`config.mk`:
```
export PLATFORM = sky130hd
export DESIGN_NAME = rv_div_unit
export DESIGN_NICKNAME = d
export VERILOG_FILES = /design/src/rtl/rv_pkg.sv /design/src/rtl/rv_div_unit_div_step.sv /design/src/rtl/rv_div_unit.sv
export SDC_FILE = /design/constraint.sdc
export NUM_CORES = 1
export LEC_CHECK = 0
export CAP_MARGIN = 20
export CORE_MARGIN = 2
export CORE_UTILIZATION = 45
export CTS_CLUSTER_SIZE = 12
export DETAILED_ROUTE_END_ITERATION = 7
export PLACE_DENSITY = 0.69
export SYNTH_ARGS = -nofsm -noshare
export SYNTH_HDL_FRONTEND = slang
export SYNTH_HIERARCHICAL = 1
export SYNTH_SLANG_ARGS = --single-unit
```
`constraint.sdc`:
```
create_clock -name clk -period 16.35 [get_ports clk]
set_input_delay 3.27 -clock clk [delete_from_list [all_inputs] [get_ports clk]]
set_output_delay 3.27 -clock clk [all_outputs]
set_load 0.05 [all_outputs]
```
`src/rtl/rv_pkg.sv`:
```
// Shared types and constants for the RV32M divide unit.
package rv_pkg;

    typedef enum logic [1:0] {
        OP_DIV  = 2'b00,
        OP_DIVU = 2'b01,
        OP_REM  = 2'b10,
        OP_REMU = 2'b11
    } muldiv_op_e;

    typedef enum logic [1:0] {
        S_IDLE = 2'b00,
        S_CALC = 2'b01,
        S_DONE = 2'b10
    } div_state_e;

    localparam logic [31:0] DIV_BY_ZERO_Q = '1;
    localparam logic [31:0] INT_MIN       = 32'h8000_0000;

endpackage

```
`src/rtl/rv_div_unit_div_step.sv`:
```
// One combinational restoring-division iteration on {rem, quo}.
module div_step #(
    parameter int unsigned XLEN = 32
) (
    input  logic [XLEN-1:0] rem_i,
    input  logic [XLEN-1:0] quo_i,
    input  logic [XLEN-1:0] divisor_i,
    output logic [XLEN-1:0] rem_o,
    output logic [XLEN-1:0] quo_o
);

    logic [XLEN:0] shifted;
    logic [XLEN:0] trial;

    // Shift in the next dividend bit, trial-subtract, restore on borrow.
    always_comb begin
        shifted = {rem_i, quo_i[XLEN-1]};
        trial   = shifted - {1'b0, divisor_i};
        if (trial[XLEN] == 1'b0) begin
            rem_o = trial[XLEN-1:0];
            quo_o = {quo_i[XLEN-2:0], 1'b1};
        end else begin
            rem_o = shifted[XLEN-1:0];
            quo_o = {quo_i[XLEN-2:0], 1'b0};
        end
    end

endmodule

```
`src/rtl/rv_div_unit.sv`:
```
// Iterative radix-2 restoring divider for RV32M DIV/DIVU/REM/REMU.
module rv_div_unit
    import rv_pkg::*;
#(
    parameter int unsigned XLEN  = 32,
    parameter int unsigned CNT_W = $clog2(XLEN)
) (
    input  logic            clk,
    input  logic            rst,
    input  logic            start,
    input  logic            flush,
    input  logic [1:0]      op,
    input  logic [XLEN-1:0] rs1_data,
    input  logic [XLEN-1:0] rs2_data,
    input  logic [4:0]      rd_addr,
    output logic            busy,
    output logic            done,
    output logic [XLEN-1:0] result,
    output logic [4:0]      rd_out
);

    div_state_e      state_q, state_d;
    muldiv_op_e      op_q, op_d;
    logic [CNT_W-1:0] cnt_q, cnt_d;
    logic [XLEN-1:0] rem_q, rem_d;
    logic [XLEN-1:0] quo_q, quo_d;
    logic [XLEN-1:0] dvs_q, dvs_d;
    logic            negq_q, negq_d;
    logic            negr_q, negr_d;
    logic [XLEN-1:0] result_q, result_d;
    logic [4:0]      rd_q, rd_d;

    logic [XLEN-1:0] rem_n, quo_n;
    logic            in_signed, a_neg, b_neg;
    logic [XLEN-1:0] a_mag, b_mag;

    div_step #(.XLEN(XLEN)) u_step (
        .rem_i     (rem_q),
        .quo_i     (quo_q),
        .divisor_i (dvs_q),
        .rem_o     (rem_n),
        .quo_o     (quo_n)
    );

    // State and datapath registers.
    always_ff @(posedge clk or posedge rst) begin
        if (rst) begin
            state_q  <= S_IDLE;
            op_q     <= OP_DIV;
            cnt_q    <= '0;
            rem_q    <= '0;
            quo_q    <= '0;
            dvs_q    <= '0;
            negq_q   <= 1'b0;
            negr_q   <= 1'b0;
            result_q <= '0;
            rd_q     <= '0;
        end else begin
            state_q  <= state_d;
            op_q     <= op_d;
            cnt_q    <= cnt_d;
            rem_q    <= rem_d;
            quo_q    <= quo_d;
            dvs_q    <= dvs_d;
            negq_q   <= negq_d;
            negr_q   <= negr_d;
            result_q <= result_d;
            rd_q     <= rd_d;
        end
    end

    // Next-state: operand capture, special cases, iteration and sign fix.
    always_comb begin
        state_d  = state_q;
        op_d     = op_q;
        cnt_d    = cnt_q;
        rem_d    = rem_q;
        quo_d    = quo_q;
        dvs_d    = dvs_q;
        negq_d   = negq_q;
        negr_d   = negr_q;
        result_d = result_q;
        rd_d     = rd_q;

        in_signed = ~op[0];
        a_neg     = in_signed & rs1_data[XLEN-1];
        b_neg     = in_signed & rs2_data[XLEN-1];
        a_mag     = a_neg ? (~rs1_data + 1'b1) : rs1_data;
        b_mag     = b_neg ? (~rs2_data + 1'b1) : rs2_data;

        unique case (state_q)
            S_IDLE: begin
                if (start && !flush) begin
                    op_d   = muldiv_op_e'(op);
                    rd_d   = rd_addr;
                    cnt_d  = '0;
                    negq_d = a_neg ^ b_neg;
                    negr_d = a_neg;
                    dvs_d  = b_mag;
                    quo_d  = a_mag;
                    rem_d  = '0;
                    if (rs2_data == '0) begin
                        result_d = op[1] ? rs1_data : DIV_BY_ZERO_Q;
                        state_d  = S_DONE;
                    end else if (in_signed && rs1_data == INT_MIN && rs2_data == '1) begin
                        result_d = op[1] ? '0 : INT_MIN;
                        state_d  = S_DONE;
                    end else begin
                        state_d  = S_CALC;
                    end
                end
            end
            S_CALC: begin
                if (flush) begin
                    state_d = S_IDLE;
                    cnt_d   = '0;
                end else begin
                    rem_d = rem_n;
                    quo_d = quo_n;
                    cnt_d = cnt_q + 1'b1;
                    if (cnt_q == CNT_W'(XLEN - 1)) begin
                        cnt_d   = '0;
                        state_d = S_DONE;
                        // Final iteration's outputs feed the sign fix directly.
                        if (op_q == OP_REM || op_q == OP_REMU)
                            result_d = negr_q ? (~rem_n + 1'b1) : rem_n;
                        else
                            result_d = negq_q ? (~quo_n + 1'b1) : quo_n;
                    end
                end
            end
            S_DONE: begin
                state_d = S_IDLE;
            end
            default: begin
                state_d = S_IDLE;
            end
        endcase
    end

    assign busy   = (state_q != S_IDLE);
    assign done   = (state_q == S_DONE);
    assign result = result_q;
    assign rd_out = rd_q;

endmodule

```
### Word-level counts from Yosys, hierarchy flattened

Cells that the tools add are included.
Widths: inputs -> output; s select.

* bits in registers: 144
* bits in latches: 0
* bits in writable memories: 0
* bits in read-only memories: 0
* output and inout port bits: 39
* word-level logic and storage cells: 81
* memories kept: 0

* add/subtract/negate cells: 6
* multiply operators: 0
* divide/modulo/power cells: 0
* $lt $le $gt $ge: 0
* equality and inequality tests: 12
* shift-type cells: 0
* mux-type cells: 31
* bitwise logic cells: 8
* reductions and logical operators: 14

Operators with widths (number)
* $mux 32: 17
* $pmux 32 s2: 3
* $add 32x1->32 const B: 4
* $not 32->32: 4
* $eq 32x32->1 const B: 2
* $sub 33x32->33: 1
* $logic_not 32->1: 1
* $mux 5: 3
* $mux 2: 5
* $pmux 5 s2: 1
* $eq 2x2->1 const B: 3
* $ne 2x2->1 const B: 3
* $ne 3x3->1 const B: 2
* $reduce_and 2->1: 3
* $add 5x1->5 const B: 1
* $eq 5x5->1 const B: 1
* $reduce_and 5->1: 1
* $pmux 2 s2: 1
* $reduce_bool 2->1: 2
* $logic_and 1x1->1: 3
* $reduce_and 3->1: 1
* $and 1x1->1: 2
* $eq 2x1->1 const B: 1
* $logic_not 2->1: 1
* 5 further kinds: 5

### Logic depth before layout (Yosys ltp)

Gate-level depths: netlist of run 1.

* word-level depth: 9
* gate-level depth with buffers: 23
* mapped depth without buffers: 21

### Hierarchy

Netlist of run 1, hierarchy kept.

By module, submodules not included
* rv_div_unit: instances 1, cells an instance 1102, area each 9123.8 um2
* div_step: instances 1, cells an instance 342, area each 2488.6 um2

### Worst setup path after synthesis of run 1

No wires, ideal clock.

* path kind: in2reg
* start: input rs1_data[15]
* end: register result_q[11], in the netlist result[11]
* setup time: 0.127 ns
* arrival: 6.019 ns
* setup slack: 10.204 ns
* cell stages on the path: 9
* path buffers: 2
* cells stage by stage: or4_1 -> or3_1 -> or3_4 -> or4_4 -> a21oi_4 -> or2_1 -> buf_6 -> buf_8 -> mux2_1

* word-level cells in the longest chain between the ends: 5

Ends and longest elaborated chain
* from (decl): line rv_div_unit.sv:13 `input logic [XLEN-1:0] rs1_data,`
* $eq 32x32->1: line rv_div_unit.sv:105 `end else if (in_signed && rs1_data == INT_MIN && rs2_data == '1) begin`
* $logic_and 1x1->1 (2 in series): line rv_div_unit.sv:105
* $ne 3x3->1 (no line)
* $reduce_and 5->1 (no line)
* to (signal assigned): line rv_div_unit.sv:67 `result_q <= result_d;`
* to (decl): line rv_div_unit.sv:30 `logic [XLEN-1:0] result_q, result_d;`

No other way between the ends.
A chain may end at the register's enable or synchronous reset.

### Worst setup path in the final report of run 1

* start: input rs2_data[10]
* end: register result_q[14], in the netlist result[14]

* word-level cells in the longest chain between the ends: 4

Ends and longest elaborated chain
* from (decl): line rv_div_unit.sv:14 `input logic [XLEN-1:0] rs2_data,`
* $eq 32x32->1 or $logic_not 32->1 (tied branches): line rv_div_unit.sv:105, rv_div_unit.sv:102
* $logic_and 1x1->1 or $mux 32 (tied branches): line rv_div_unit.sv:105, rv_div_unit.sv:102
* $ne 3x3->1 (no line) or $mux 32 (tied branches)
* $reduce_and 5->1 (no line) or $pmux 32 s2 (tied branches)

Several ways; a longest one is shown, not always the timed one. The select of a mux whose other input is x is not followed.

==> metrics, run 1 <==
core area about 25,000 um2; total number of vias 11,067; fraction of registers with async set/reset 1.000; CTS tree yes; Max FO, Critical Path 30; vias in the first global route ~10,000; VDD IR-drop max roughly 0.15 mV; Cells after Synth roughly 1,400; Layout fillers between 2,000 and 2,500; CP endpoint kind register; Final WS setup roughly 9.3 ns; hold_buf cts 0; post-CTS setup buffer count 0; most frequent cells in the layout nand2_1 (203), o21ai_0 (147), dfrtp_1 (143), clkdlybuf4s50_1 (113), xnor2_1 (83); Final ANT Viol Nets 0; Reg clk slew, reported paths roughly 0.07 ns; synth unique cells 76; achievable frequency 141.6 MHz; CTS Buffer Depth 2; clk_skew 0.01149 ns; Slowest-stage cell, CP nor3_1; drt wl/cell just under 20 um; Switching Share 0.4952; Clock power frac 0.147; GPL Wtd Cong ~0.9; Post-Synthesis Net Count 1,559; layout cell share with drive strength beyond 1 0.06162; #FFs+latches synth ~140; Pwr Total 0.002610 W; drt via density between 6 and 7; final setup TNS 0 ns; worst min path class reg2reg; CP cell instances clkdlybuf4s50_1 > or4_1 > or4_1 > nor3_1 > nand2_1 > a21oi_4 > or2_1 > buf_4 > mux2_1; Clock Root Buffer clkbuf_16; Top FF cell, synth dfrtp_1; slowest stage delay, CP approximately 0.69 ns; largest net degree at the start of global routing 93; H-tree lvl count 4; Area Overhead vs Synth 14.44%; Final Max Tran Viols 0; Pre-antenna DRT Iters 5; I/O pins 114; placed cells around 1,800; Die Y roughly 160 um; Initial Utilization 0.4598; total of max-cap violations 0; Pleak around 5.7 nW; die area around 27,000 um2; EDFF count, synth 0; Port-buffer cells around 110; total CTS buffers 17; required time of the critical path 16.66 ns; Final Cycle Share 0.4320; first-pass GRT wire length ~58,000 um; internal power about 0.0013 W; Antenna diodes 0; Least-Margin Pin Slew ~1.0 ns; nets@finish roughly 1,600; Place WS 8.929 ns; final worst path period need about 7.1 ns; CP most frequent cell or4_1; outcome finished clean; initial antenna violation count 0; leading cell type in the layout, fill and taps excluded nand2_1; Final Hold Vio Count 0; DIE WIDTH between 150 and 200 um; PwrDens around 200 nW/um2; TritonCTS sink count around 140; DP Area approximately 13,000 um2; NetSw approximately 0.0013 W; clock latency on the worst-skew pair roughly 0.43 ns; Std-Cell Rows between 50 and 60; Comb pwr share 0.660; Sequential Power Share 0.194; starting DRC count in detailed routing between 1,000 and 1,500; CP startpoint kind input pin; Synth Area per Inst between 8 and 9 um2; HPWL Detailed 26,260 um; Finish-stage setup viols 0; Cell Area, Synth between 10,000 and 15,000 um2; Remaining Overflow, GRT 0; Routed WL approximately 36,000 um; RSZ-0062 raised after global routing false; Non-Filler Instances between 1,500 and 2,000; GRT Util Overall 0.2709; kind of critical path in2reg; critical path arrival 7.37 ns; Post-CTS Resized 0; Yosys warning total 6; sequential share of the synthesized area 0.3082; # DRC 0; fin area around 13,000 um2; Max-slew headroom 0.3093
[cell families (layout without fill, tap and decap cells)]
logic type | Yosys count | in the layout | synth area share
AOI/OAI and AO/OA | 395 | 395 | 0.2098
xor gates and xnor gates | 145 | 145 | 0.1094
adders and majority gates | 40 | 40 | 0.04375
buffers and inverters | 159 | 208 | 0.06551
DFF | 143 | 143 | 0.3082
muxes | 45 | 45 | 0.04892
and+or+nand+nor | 517 | 517 | 0.2145
[sequential cells by signal, indices dropped and copies added (netlist names)]
name and cells:
quo_q 32, rd_out 5, dvs_q 32, negq_q 1
result 32, rem_q 32, state_q 2, cnt_q 5
negr_q 1, op_q 1
[worst max-delay path, delay by kind of cell]
| family | cells | cell delay (ns) |
|---|---|---|
| mux | 1 | 0.37 |
| simple gates | 5 | 2.30 |
| compound gates | 1 | 0.54 |
| buf+inv | 2 | 0.86 |
[routing by layer]
| layer | share of wire | wire (um) | global-route usage |
|---|---|---|---|
| met1 | 0.45 | 16220 | 0.3875 |
| met2 | 0.45 | 16310 | 0.4260 |
| met3 | 0.073 | 2648 | 0.04068 |
| met4 | 0.025 | 888 | 0.07708 |
| met5 | 0 | 0 | 0 |
[cell usage after synthesis (19+ instances only)]
library cell | count | area (um2)
buf_4 | 32 | 240.2
o21ai_0 | 147 | 735.7
nor2_1 | 81 | 304.0
nor4_1 | 20 | 125.1
xor2_1 | 62 | 543.0
nand2b_1 | 28 | 175.2
xnor2_1 | 83 | 727.0
nand2_1 | 203 | 762.0
nor3_1 | 23 | 115.1
a21oi_1 | 77 | 385.4
clkbuf_1 | 62 | 232.7
nand3_1 | 56 | 280.3
mux2_4 | 19 | 285.3
or3_1 | 22 | 137.6
ha_1 | 39 | 488.0
inv_1 | 48 | 180.2
o31ai_1 | 34 | 255.2
a21o_1 | 21 | 157.7
dfrtp_1 | 143 | 3578
[per-stage QoR]
step,hold slack (ns),util
6_report,0.4759,0.5262
5_1_grt,0.4988,0.5262
4_1_cts,0.4815,0.5262
3_5_place_dp,0.4623,0.5036
3_3_place_gp,0.4593,0.5036
2_1_floorplan,0.4375,-
[power by group through the flow]
stage	Combinational (W)	Sequential (W)	Clock, W
after global placement	0.00166	0.000506	0
after CTS	0.00170	0.000503	0.000386
after floorplan	0.00134	0.000470	0
final	0.00172	0.000506	0.000383
after global routing	0.00187	0.000516	0.000404
after detailed placement	0.00168	0.000508	0
[area by class of cell]
| cell class | count | area (um2) | area share |
|---|---|---|---|
| multi-input cells | 1142 | 7305 | 0.5497 |
| flip-flops and latches | 143 | 3578 | 0.2693 |
| repair buffers | 126 | 1229 | 0.09246 |
| clock buffers | 17 | 425.4 | 0.03201 |
| well taps | 330 | 412.9 | 0.03107 |
| inverters | 50 | 192.7 | 0.01450 |
| clock inverters | 15 | 146.4 | 0.01102 |
[final timing paths]
check                             startpoint         end  slack (ns)  cells after the start
worst max register to register     quo_q[31]  result[30]        9.69                     21
worst max-delay path            rs2_data[10]  result[14]        9.29                      9
max in group asynchronous                rst    dvs_q[1]       11.67                      3
worst min register to register     rd_out[0]   rd_out[0]        0.48                      2
min in group asynchronous                rst  result[11]        3.42                      2
worst min-delay path               rd_out[0]   rd_out[0]        0.48                      2
Power figures use the tool's default switching activity.
==> run 2: changes to the inputs <==
==> constraint.sdc (replaced) <==
create_clock -name clk -period 6.62 [get_ports clk]
set_input_delay 1.324 -clock clk [delete_from_list [all_inputs] [get_ports clk]]
set_output_delay 1.324 -clock clk [all_outputs]
set_load 0.05 [all_outputs]
==> metrics, run 2 (same netlist as run 1, synthesis figures left out) <==
outcome finished clean; clk_skew 0.01584 ns (+0.004347 ns); Final Hold Vio Count 0 (unchanged); CP cell instances inv_1 > ha_1 > fa_1 > and2b_1 > o2111ai_1 > a21oi_2 > o2111ai_1 > a211oi_2 > nor2_2 > mux2i_1 > and2_4 > inv_2 > mux2_1 > nor4_1 > nand2b_1 > or3_1 > o41ai_1 > xor2_1 > a21oi_1 > a311o_1; Std-Cell Rows 58 (unchanged); nets@finish 1,600 (+0.31%); RSZ-0062 raised after global routing false; Slowest-stage cell, CP nor4_1; clock latency on the worst-skew pair 0.44 ns (about the same); total CTS buffers 17 (unchanged); VDD IR-drop max 0.3323 mV (+120%); required time of the critical path 6.92 ns (-9.74 ns); Worst path top cell family by delay simple AND/OR/NAND/NOR gates; Pre-antenna DRT Iters 8 (+3); kind of critical path reg2reg; worst path bufs/invs 2 (unchanged); Pleak 5.734 nW (+0.41%); Finish-stage setup viols 0 (unchanged); Place WS 0.6927 ns (-8.236 ns); Antenna diodes 0 (unchanged); Final ANT Viol Nets 0 (unchanged); hold_buf cts 0 (unchanged); DIE WIDTH 164.6 um (unchanged); Remaining Overflow, GRT 0 (unchanged); Port-buffer cells 113 (unchanged); GPL Wtd Cong 0.9428 (+2.2%); Final Cycle Share 0.9283; final setup TNS 0 ns (unchanged); first-pass GRT wire length 57,160 um (-0.80%); GRT Util Overall 0.2696 (-0.001322); DP Area 12,740 um2 (+0.21%); Post-CTS Resized 0 (unchanged); Max-slew headroom 0.3351 (+0.02581); initial antenna violation count 0 (unchanged); fin area 13,330 um2 (+0.32%); Routed WL 36,110 um (+0.14%); Initial Utilization 0.4598 (unchanged); most frequent cells in the layout nand2_1 (203), o21ai_0 (147), dfrtp_1 (143), clkdlybuf4s50_1 (113), xnor2_1 (83); die area 27,110 um2 (unchanged); critical path arrival 6.45 ns (-0.92 ns); largest net degree at the start of global routing 91 (-2.2%); Final Max Tran Viols 0 (unchanged); HPWL Detailed 26,310 um (+0.16%); drt wl/cell 19.75 um (-0.14%); layout cell share with drive strength beyond 1 0.06208 (+0.0004619); starting DRC count in detailed routing 1,023 (-2.4%); achievable frequency roughly 160 MHz; Layout fillers 2,426 (-0.53%); TritonCTS sink count 143 (unchanged); Max FO, Critical Path 14 (-53%); Least-Margin Pin Slew 0.9973 ns (-0.03871 ns); drt via density 6.053 (-0.30%); I/O pins 114 (unchanged); total of max-cap violations 0 (unchanged); Area Overhead vs Synth 14.80%; slowest stage delay, CP 0.62 ns (-0.07 ns); worst min path class reg2reg; H-tree lvl count 4 (unchanged); core area 25,250 um2 (unchanged); total number of vias 11,064 (-0.027%); Die Y 164.6 um (unchanged); vias in the first global route 10,438 (-0.55%); PwrDens 494.0 nW/um2 (+150%); post-CTS setup buffer count 0 (unchanged); Clock Root Buffer clkbuf_16; CTS tree yes; CTS Buffer Depth 2 (unchanged); Reg clk slew, reported paths 0.06 ns (about the same); Final WS setup 0.4744 ns (-8.813 ns); leading cell type in the layout, fill and taps excluded nand2_1; WHS 0.4792 ns (+0.003325 ns); CP endpoint kind register; # DRC 0 (unchanged); final worst path period need roughly 6.1 ns; CP startpoint kind register; CP most frequent cell o2111ai_1
==> run 2: report_power, final <==
group | total, W | switching [W] | internal (W)
Sequential | 0.00124 | 0.000204 | 0.00104
Combinational | 0.00435 | 0.00260 | 0.00175
Clock | 0.000988 | 0.000424 | 0.000564
==> run 2: per-stage QoR <==
| step | power (W) | util | instances |
|---|---|---|---|
| after floorplan | 0.004483 | - | 1444 |
| after global placement | 0.005444 | 0.5046 | 1796 |
| after detailed placement | 0.005492 | 0.5046 | 1796 |
| after CTS | 0.006504 | 0.5279 | 1828 |
| after global routing | 0.006996 | 0.5279 | 1828 |
| final | 0.006586 | 0.5279 | 1828 |
==> run 2: worst register-to-register path, cell delays in order, from the launching register on <==
cell,delay (ns)
dfrtp_1,0.37
inv_1,0.05
ha_1,0.22
fa_1,0.42
and2b_1,0.24
o2111ai_1,0.17
a21oi_2,0.22
o2111ai_1,0.18
a211oi_2,0.32
nor2_2,0.12
mux2i_1,0.16
and2_4,0.21
inv_2,0.37
mux2_1,0.46
nor4_1,0.62
nand2b_1,0.28
or3_1,0.55
o41ai_1,0.42
xor2_1,0.18
a21oi_1,0.09
a311o_1,0.37
==> run 2: final cells by class <==
cell class | count | area [um2] | share of cell area
clock inverters | 13 | 155.1 | 0.01164
flip-flops and latches | 143 | 3578 | 0.2684
clock buffers | 19 | 432.9 | 0.03247
inverters | 50 | 192.7 | 0.01445
well taps | 330 | 412.9 | 0.03097
multi-input cells | 1142 | 7293 | 0.5471
repair buffers | 131 | 1266 | 0.09498
==> run 2: final timing paths <==
kind / to / start / cells past startpoint / slack (ns)
setup / recovery: result[30] / quo_q[31] / 20 / 0.47
hold / removal: dvs_q[18] / dvs_q[18] / 2 / 0.48
setup reg to reg: result[30] / quo_q[31] / 20 / 0.47
hold reg to reg: dvs_q[18] / dvs_q[18] / 2 / 0.48
max in group asynchronous: dvs_q[21] / rst / 3 / 3.92
min in group asynchronous: result[6] / rst / 2 / 1.44
==> run 2: routing by layer <==
metal | track usage | part of all wire | vias up
met3 | 0.03968 | 0.075 | 54
li1 | - | - | 5194
met2 | 0.4260 | 0.46 | 478
met1 | 0.3822 | 0.44 | 5338
met5 | 0 | 0 | -
met4 | 0.08142 | 0.021 | 0
==> run 3: changes to the inputs <==
--- a/config.mk
+++ b/config.mk
@@ -11,6 +11,7 @@
 export CTS_CLUSTER_SIZE = 12
 export DETAILED_ROUTE_END_ITERATION = 7
 export PLACE_DENSITY = 0.69
+export SLEW_MARGIN = 30
 export SYNTH_ARGS = -nofsm -noshare
 export SYNTH_HDL_FRONTEND = slang
 export SYNTH_HIERARCHICAL = 1
==> metrics, run 3 (same netlist as run 1, synthesis figures left out) <==
outcome finished clean; H-tree lvl count 4 (unchanged); Final Hold Vio Count 0 (unchanged); RSZ-0062 raised after global routing false; achievable frequency 162.7 MHz (about the same); core area 25,250 um2 (unchanged); Least-Margin Pin Slew 0.8696 ns (-0.1277 ns); largest net degree at the start of global routing 91 (unchanged); worst min path class reg2reg; die area 27,110 um2 (unchanged); met1 usage 0.3822 (unchanged); critical path arrival 6.45 ns (about the same); Reg2Reg Depth 20 (unchanged); Final Cycle Share 0.9283 (about the same); Routed WL 36,100 um (about the same); CP endpoint kind register; final worst path period need 6.145 ns (-0.0001570 ns); total number of vias 11,067 (+0.027%); Pre-antenna DRT Iters 8 (unchanged); HPWL Detailed 26,310 um (unchanged); final setup TNS 0 ns (unchanged); Port-buffer cells 113 (unchanged); WHS 0.4792 ns (unchanged); Std-Cell Rows 58 (unchanged); most frequent cells in the layout nand2_1 (203), o21ai_0 (147), dfrtp_1 (142), clkdlybuf4s50_1 (113), xnor2_1 (83); I/O pins 114 (unchanged); Initial Utilization 0.4598 (unchanged); clk_skew 0.01584 ns (+0.000003000 ns); Worst path top cell family by delay simple AND/OR/NAND/NOR gates; initial antenna violation count 0 (unchanged); worst path bufs/invs 2 (unchanged); clock latency on the worst-skew pair 0.44 ns (about the same); drt via density 6.054 (about the same); PwrDens 493.9 nW/um2 (about the same); total CTS buffers 17 (unchanged); Final Max Tran Viols 0 (unchanged); # DRC 0 (unchanged); hold_buf cts 0 (unchanged); kind of critical path reg2reg; nets@finish 1,600 (unchanged); NetSw 0.003228 W (about the same); layout cell share with drive strength beyond 1 0.06275 (+0.0006676); Finish-stage setup viols 0 (unchanged); Global Route met3 Usage 0.03968 (unchanged); post-CTS setup buffer count 0 (unchanged); leading cell type in the layout, fill and taps excluded nand2_1; Reg clk slew, reported paths 0.06 ns (about the same); Remaining Overflow, GRT 0 (unchanged); first-pass GRT wire length 57,160 um (unchanged); GPL Wtd Cong 0.9428 (unchanged); TritonCTS sink count 143 (unchanged); Comb pwr share 0.661 (about the same); Switching Share 0.4903 (about the same); Post-CTS Resized 0 (unchanged); CP most frequent cell o2111ai_1; Max-slew headroom 0.4189 (+0.08379); CTS Buffer Depth 2 (unchanged); CTS tree yes; Area Overhead vs Synth 14.82% (about the same); met2 usage 0.4260 (unchanged); Antenna diodes 0 (unchanged); starting DRC count in detailed routing 1,023 (unchanged); Max FO, Critical Path 14 (unchanged); total of max-cap violations 0 (unchanged); stages on the worst setup path 20 (unchanged); CP cell instances inv_1 > ha_1 > fa_1 > and2b_1 > o2111ai_1 > a21oi_2 > o2111ai_1 > a211oi_2 > nor2_2 > mux2i_1 > and2_4 > inv_2 > mux2_1 > nor4_1 > nand2b_1 > or3_1 > o41ai_1 > xor2_1 > a21oi_1 > a311o_1; GRT Util Overall 0.2696 (unchanged); Final ANT Viol Nets 0 (unchanged); hold depth 2 (unchanged); VDD IR-drop max 0.3323 mV (about the same); Die Y 164.6 um (unchanged); DIE WIDTH 164.6 um (unchanged); slowest stage delay, CP 0.62 ns (about the same); internal power 0.003356 W (about the same); Slowest-stage cell, CP nor4_1; Clock power frac 0.150 (about the same); Clock Root Buffer clkbuf_16; drt wl/cell 19.75 um (about the same); vias in the first global route 10,438 (unchanged); Sequential Power Share 0.189 (about the same); grt peak-use layer met2; CP startpoint kind register; required time of the critical path 6.92 ns (about the same); Pleak 5.733 nW (about the same)
## run 3: cell counts in the layout (fill, tap and decap cells not counted)
No cell type changed its count.
## run 3: worst reg2reg max path, stage by stage (launching register included)
cell and delay [ns]:
dfrtp_1 0.37, inv_1 0.05, ha_1 0.22, fa_1 0.42, and2b_1 0.24, o2111ai_1 0.17, a21oi_2 0.22, o2111ai_1 0.18
a211oi_2 0.32, nor2_2 0.12, mux2i_1 0.16, and2_4 0.21, inv_2 0.37, mux2_1 0.46, nor4_1 0.62, nand2b_1 0.28
or3_1 0.55, o41ai_1 0.42, xor2_1 0.18, a21oi_1 0.09, a311o_1 0.37
## run 3: metal layers
metal | share of wire | wire length (um)
met3 | 0.074 | 2687
met4 | 0.022 | 784
met5 | 0 | 0
met2 | 0.46 | 16570
met1 | 0.44 | 16060
## run 3: per-stage QoR
stage / instance area (um2) / instances / setup WS (ns) / total power, W / util
global placement: 12740 / 1796 / 0.9338 / 0.005444 / 0.5046
finish: 13330 / 1828 / 0.4745 / 0.006585 / 0.5279
detailed placement: 12740 / 1796 / 0.6927 / 0.005492 / 0.5046
floorplan: 11610 / 1444 / 1.458 / 0.004483 / -
global route: 13330 / 1828 / 0.1519 / 0.006996 / 0.5279
CTS: 13330 / 1828 / 0.6056 / 0.006504 / 0.5279
## run 3: area by class of cell
| type | instances | area [um2] |
|---|---|---|
| fill | 2426 | 11920 |
| inverter | 50 | 192.7 |
| clock buffer | 19 | 432.9 |
| tap | 330 | 412.9 |
| multi-input combinational | 1142 | 7293 |
| clock inverter | 13 | 155.1 |
| timing repair buffer | 131 | 1266 |
| sequential | 143 | 3580 |
## run 3: path summary, 6_finish.rpt
| check | start | endpoint | slack, ns |
|---|---|---|---|
| max in group asynchronous | rst | dvs_q[21] | 3.92 |
| hold / removal | dvs_q[18] | dvs_q[18] | 0.48 |
| setup reg to reg | quo_q[31] | result[30] | 0.47 |
| hold reg to reg | dvs_q[18] | dvs_q[18] | 0.48 |
| setup / recovery | quo_q[31] | result[30] | 0.47 |
| min in group asynchronous | rst | result[6] | 1.44 |
## run 3: power groups by stage
| stage | sequential, W | clock [W] | combinational [W] |
|---|---|---|---|
| 5_1_grt | 0.00127 | 0.00104 | 0.00469 |
| 3_5_place_dp | 0.00125 | 0 | 0.00424 |
| 6_report | 0.00125 | 0.000988 | 0.00435 |
| 4_1_cts | 0.00124 | 0.000998 | 0.00427 |
| 2_1_floorplan | 0.00116 | 0 | 0.00332 |
| 3_3_place_gp | 0.00125 | 0 | 0.00420 |
